==> src/rtl/keypad_digit_entry.sv <==
// rtl/keypad_digit_entry.sv - debounced BCD key entry into an N-digit buffer with valid/ready hand-off
module keypad_digit_entry #(
    parameter int DIGITS   = 4,
    parameter int DEBOUNCE = 16
) (
    input  logic                         clk,
    input  logic                         rst_n,
    input  logic [3:0]                   bcd_in,
    input  logic                         key_down,
    input  logic                         enter,
    input  logic                         clear,
    output logic [4*DIGITS-1:0]          digits_out,
    output logic [$clog2(DIGITS+1)-1:0]  digit_count,
    output logic                         out_valid,
    input  logic                         out_ready,
    output logic                         err
);

    localparam int W  = 4 * DIGITS;
    localparam int CW = $clog2(DIGITS + 1);
    localparam int KW = $clog2(DEBOUNCE + 1);

    typedef enum logic [1:0] {IDLE, PRESS, HELD, RELEASE} state_t;

    state_t        state, state_next;
    logic [KW-1:0] cnt, cnt_next, cnt_inc;
    logic [3:0]    code, code_next;
    logic          commit;
    logic          stored;
    logic [W-1:0]  shifted;

    // Saturating increment: the counter must never wrap back to zero
    assign cnt_inc = (cnt == KW'(DEBOUNCE)) ? cnt : cnt + 1'b1;

    always_ff @(posedge clk or negedge rst_n) begin
        if (!rst_n) begin
            state <= IDLE;
            cnt   <= '0;
            code  <= '0;
        end else begin
            state <= state_next;
            cnt   <= cnt_next;
            code  <= code_next;
        end
    end

    always_comb begin
        state_next = state;
        cnt_next   = cnt;
        code_next  = code;
        commit     = 1'b0;
        case (state)
            IDLE: begin
                if (key_down) begin
                    code_next  = bcd_in;
                    cnt_next   = KW'(1);
                    state_next = PRESS;
                end
            end
            PRESS: begin
                if (!key_down) begin
                    state_next = IDLE;
                end else if (bcd_in != code) begin
                    code_next = bcd_in;
                    cnt_next  = KW'(1);
                end else begin
                    cnt_next = cnt_inc;
                    if (cnt_inc == KW'(DEBOUNCE)) begin
                        commit     = 1'b1;
                        state_next = HELD;
                    end
                end
            end
            HELD: begin
                if (!key_down) begin
                    cnt_next   = KW'(1);
                    state_next = RELEASE;
                end
            end
            RELEASE: begin
                if (key_down) begin
                    state_next = HELD;
                end else begin
                    cnt_next = cnt_inc;
                    if (cnt_inc == KW'(DEBOUNCE)) begin
                        state_next = IDLE;
                    end
                end
            end
            default: state_next = IDLE;
        endcase
    end

    // A digit actually lands in the buffer only when it is legal, there is room and nothing is on offer
    assign stored  = commit && !out_valid && (code <= 4'd9) && (digit_count != CW'(DIGITS));
    assign shifted = (digits_out << 4) | W'(code);

    always_ff @(posedge clk or negedge rst_n) begin
        if (!rst_n) begin
            digits_out  <= '0;
            digit_count <= '0;
            out_valid   <= 1'b0;
            err         <= 1'b0;
        end else if (clear) begin
            digits_out  <= '0;
            digit_count <= '0;
            out_valid   <= 1'b0;
            err         <= 1'b0;
        end else if (out_valid && out_ready) begin
            digits_out  <= '0;
            digit_count <= '0;
            out_valid   <= 1'b0;
        end else begin
            if (commit && !out_valid && !stored) begin
                err <= 1'b1;
            end
            if (stored) begin
                digits_out  <= shifted;
                digit_count <= digit_count + 1'b1;
            end
            if (enter && !out_valid && ((digit_count != '0) || stored)) begin
                out_valid <= 1'b1;
            end
        end
    end

endmodule

==> config.mk <==
export PLATFORM = sky130hd
export DESIGN_NAME = keypad_digit_entry
export DESIGN_NICKNAME = d
export VERILOG_FILES = /design/src/rtl/keypad_digit_entry.sv
export SDC_FILE = /design/constraint.sdc
export NUM_CORES = 1
export LEC_CHECK = 0
export ABC_AREA = 1
export CAP_MARGIN = 20
export CORE_MARGIN = 10
export CORE_UTILIZATION = 47
export CTS_BUF_LIST = sky130_fd_sc_hd__clkbuf_16
export DETAILED_ROUTE_END_ITERATION = 10
export GPL_TIMING_DRIVEN = 0
export PLACE_DENSITY = 0.75
export SLEW_MARGIN = 20
export SYNTH_ARGS = -nofsm -noshare
export SYNTH_HDL_FRONTEND = slang
export SYNTH_SLANG_ARGS = --single-unit
==> constraint.sdc <==
create_clock -name clk -period 1.7 [get_ports clk]
set_input_delay 0.34 -clock clk [delete_from_list [all_inputs] [get_ports clk]]
set_output_delay 0.34 -clock clk [all_outputs]
set_load 0.01 [all_outputs]
==> results by stage <==
Cells and area:
- 0 antenna diodes ended up in the layout.
- The top cell types in the final layout, fill and taps aside, are sky130_fd_sc_hd__nand2_1 (60), sky130_fd_sc_hd__dfrtp_1 (31), sky130_fd_sc_hd__clkdlybuf4s50_1 (28).
- The final standard cell count with taps included and fillers excluded is 336.
- Cells fill 72.59% of the core in the end.
- The footprint of the multi-input gates is 952.2 um^2.
- The growth of design area from synthesis to finish is 48.71%.
- The net count of the finished layout is 302.
- Leaving out fill and tap cells, the most frequent cell in the layout is sky130_fd_sc_hd__nand2_1.
- Of the cells placed in the final design, the portion with a size suffix greater than 1 is 29.17%.
- In the final layout, flip-flops and latches occupy 802.0 um^2.
- The layout has 259 filler cells.

Critical path:
- Tracing the worst setup path back leads to its startpoint at cnt[0]$_DFFE_PN0P_.
- The worst register-to-register path begins at cnt[0]$_DFFE_PN0P_.
- STA puts the critical path data required time at 1920 ps.
- By startpoint and endpoint, the worst setup path is classified as reg -> reg.
- The capturing element type of the critical path is a register.
- The data arrival time at the worst-slack endpoint is 2150 ps.
- The startpoint class of the critical path is a register.
- The cell that appears most often on the critical path is sky130_fd_sc_hd__nand2_2.
- In this run the worst path has a maximum fanout of 5.
- The delay of the slowest cell on the worst path is 430 ps.
- For this design, the slowest cell found on the critical path is sky130_fd_sc_hd__dfrtp_2.
- The signal on the critical path passes through inv_2 > ha_4 > nand2_2 > inv_2 > nand2_4 > nand2_4 > nand3b_4 > nor2_4 > nand4_4 > nor2_8 > buf_12 > buf_16 > nand2_2 > nand2_2.

Route:
- The final routed wirelength across all metal layers is 4.979 mm.
- The routed layout has 1,753 vias.
- The vias per cell is 5.217.
- The first-pass iteration count of the detailed router is 4.
- After detailed routing, the number of remaining DRC violations is 0.
- In the final routed layout, each cell accounts on average for 14.82 um.
- The detail route stage leaves a number of antenna-violating nets equal to 0.
- The initial DRC count is 161.

Logic synthesis:
- The fraction of the yosys area taken by sequential cells is 44.48%.
- The synthesized flop and latch total is 32.
- The Yosys step of the flow raised 0 warnings.
- The net count after synthesis is 244.
- The netlist area before placement is 0.001800 mm^2.
- The average footprint of a synthesized cell is 7.862 um^2.
- The gate count of the mapped netlist is 229.
- The number of different library cells in the post-synthesis netlist is 24.

Clock network:
- TritonCTS built the clock tree.
- Clock-pin slew was measured on the worst setup and hold paths at 50 ps.
- The master cell of the clock root buffer is sky130_fd_sc_hd__clkbuf_16.
- The maximum clock path buffer count is 2.
- The insertion delay to the later sink of the worst-skew pair is 280 ps.
- The total clock buffers created by CTS is 5.
- The clock drives 32 sinks.
- The number of H-tree branching levels is 2.

Die:
- The number of top-level design ports is 31.
- After floorplanning, the core was sized to cover 0.003689 mm^2.
- The vertical extent of the die is 81.90 um.
- The die area is 0.006707 mm^2.
- The initial utilization of the core area, before any placement, comes to 48.81%.
- Measured along the x axis, the die boundary spans 81.90 um.
- The row count is 22.

STA:
- The final clock period utilization by the worst path is 113.5%.
- The setup slack of the critical path after layout is -229.6 ps.
- The smallest clock period supported by the final layout is computed as 1930 ps.
- The worst clock skew is 4.627 ps.
- Setup repair after global routing could not meet its margin everywhere.
- In this run the tightest slew margin relative to its limit is 69.56%.
- The final max-slew violation count came to 0.
- After routing, the total negative slack on setup checks comes to -3560 ps.
- The slew of the pin with the lowest slew margin is 456.6 ps.
- The hold violation count in the final report is 0.
- Final hold analysis gives a worst-case slack of 375.1 ps.
- The peak clock frequency supported by timing is 518.3 MHz.
- The total of endpoints with negative setup slack in the final report is 21.

Min path:
- The worst hold path begins at bcd_in[0].
- The worst hold-check path type is in -> reg.

Power:
- In this run the power density over the cells is 1075 mW/mm^2.
- The analysis attributes to cell leakage a power of 1.413 nW.
- The worst voltage drop across the vdd grid is 0.0007970 V.

Placement:
- The count of port buffers added during placement is 30.
- The last weighted congestion value of the routability-driven placer is 0.8265.
- Once detailed placement completed, the half-perimeter wirelength came to 2.856 mm.
- The cell total after placement is 308.

Global route:
- The first global-routing pass estimated 7.279 mm of wire.
- In the global route stage, overall resource usage came out at 13.94%.
- The via count of the first global-routing pass is 1,547.
- For this run the aggregate overflow at the end of global routing stands at 0.
- The initial antenna violation count is 0.
- The pin count of the biggest net entering global routing is 21.

Run status:
- The flow ran to the end, but the final reports show violations.
- The checks that failed: setup timing.

Flow run:
- The tool flagged a number of max-cap violations equal to 0.
logic make-up after synthesis:
group / Yosys count / share of synthesized area [%]
compound gates: 13 / 3.822
xor+xnor: 1 / 0.4865
fa+ha+maj: 5 / 3.475
buf+inv: 36 / 8.825
flops: 32 / 44.48
simple gates: 142 / 38.92
worst max-delay path: cells and delay by family, from the launching register on:
family | cells | cell delay [ps]
adders and majority gates | 1 | 140
and+or+nand+nor | 9 | 890
buffers and inverters | 4 | 390
DFF | 1 | 430
flip-flops by register name, indices dropped and copies added (netlist names), named ones only:
name	cells
err	1
digit_count	3
code	4
out_valid	1
digits_out	16
state	1
cnt	5
report_power, final:
group          switching (W)  internal (W)  total [W]
sequential          0.000125      0.000855   0.000980
clock               0.000334      0.000682    0.00102
combinational       0.000522      0.000361   0.000883
per-stage QoR:
stage	power (W)	setup slack, ps	area (um^2)
after floorplan	0.001484	10.96	1800
after global placement	0.001630	-372.9	2161
after detailed placement	0.001656	-348.0	2183
after CTS	0.002759	-107.3	2497
after global routing	0.003046	-309.0	2678
final	0.002879	-229.6	2678
cell usage after synthesis:
cell	count	area, um^2
sky130_fd_sc_hd__nor2_1	11	41.29
sky130_fd_sc_hd__xor2_1	1	8.760
sky130_fd_sc_hd__nor2_4	2	22.52
sky130_fd_sc_hd__dfrtp_1	32	800.8
sky130_fd_sc_hd__nand3b_4	1	20.02
sky130_fd_sc_hd__nand4_1	4	25.02
sky130_fd_sc_hd__nand3_1	31	155.2
sky130_fd_sc_hd__inv_2	4	15.01
sky130_fd_sc_hd__inv_1	26	97.59
sky130_fd_sc_hd__buf_12	1	20.02
sky130_fd_sc_hd__ha_1	5	62.56
sky130_fd_sc_hd__o21ai_0	10	50.05
sky130_fd_sc_hd__nand3_2	1	10.01
sky130_fd_sc_hd__a41oi_1	1	8.760
sky130_fd_sc_hd__nor2_8	1	20.02
sky130_fd_sc_hd__or3_1	1	6.260
sky130_fd_sc_hd__clkbuf_1	3	11.26
sky130_fd_sc_hd__nor2_2	4	25.02
sky130_fd_sc_hd__nand2_1	71	266.5
sky130_fd_sc_hd__nand4_4	1	21.27
sky130_fd_sc_hd__buf_4	2	15.01
sky130_fd_sc_hd__nand2_2	13	81.33
sky130_fd_sc_hd__a21oi_1	2	10.01
sky130_fd_sc_hd__nor4_1	1	6.260
layout make-up:
| class | instances | area share [%] |
|---|---|---|
| Clock inverter | 3 | 1.449 |
| Tap cell | 48 | 2.243 |
| Clock buffer | 5 | 4.673 |
| Sequential cell | 32 | 29.95 |
| Buffer | 4 | 1.121 |
| Inverter | 30 | 4.206 |
| Timing Repair Buffer | 53 | 20.79 |
| Multi-Input combinational cell | 161 | 35.56 |
final timing paths:
check	end	slack [ps]	depth (start not counted)
worst max-delay path	digits_out[8]$_DFFE_PN0P_	-230	14
worst min register to register	digits_out[4]$_DFFE_PN0P_	500	2
max in group asynchronous	digits_out[8]$_DFFE_PN0P_	790	3
worst max register to register	digits_out[8]$_DFFE_PN0P_	-230	14
min in group asynchronous	cnt[1]$_DFFE_PN0P_	490	2
worst min-delay path	code[0]$_DFFE_PN0P_	380	3
layer usage:
| metal | wire (um) | GRT usage, % |
|---|---|---|
| met5 | 0 | 0 |
| met4 | 101 | 6.973 |
| met3 | 371 | 4.039 |
| met2 | 2582 | 22.10 |
| met1 | 1924 | 16.92 |
repair_timing:
item | in CTS | in global routing
hold endpoints to repair | 12 | 0
gates cloned | 1 | 2
hold buffers | 1 | 0
setup buffers | 10 | 8
endpoints found under the setup margin | 21 | 27
pin swaps | 4 | 14
gates resized for setup | 12 | 32
(Power assumes the default switching activity.)
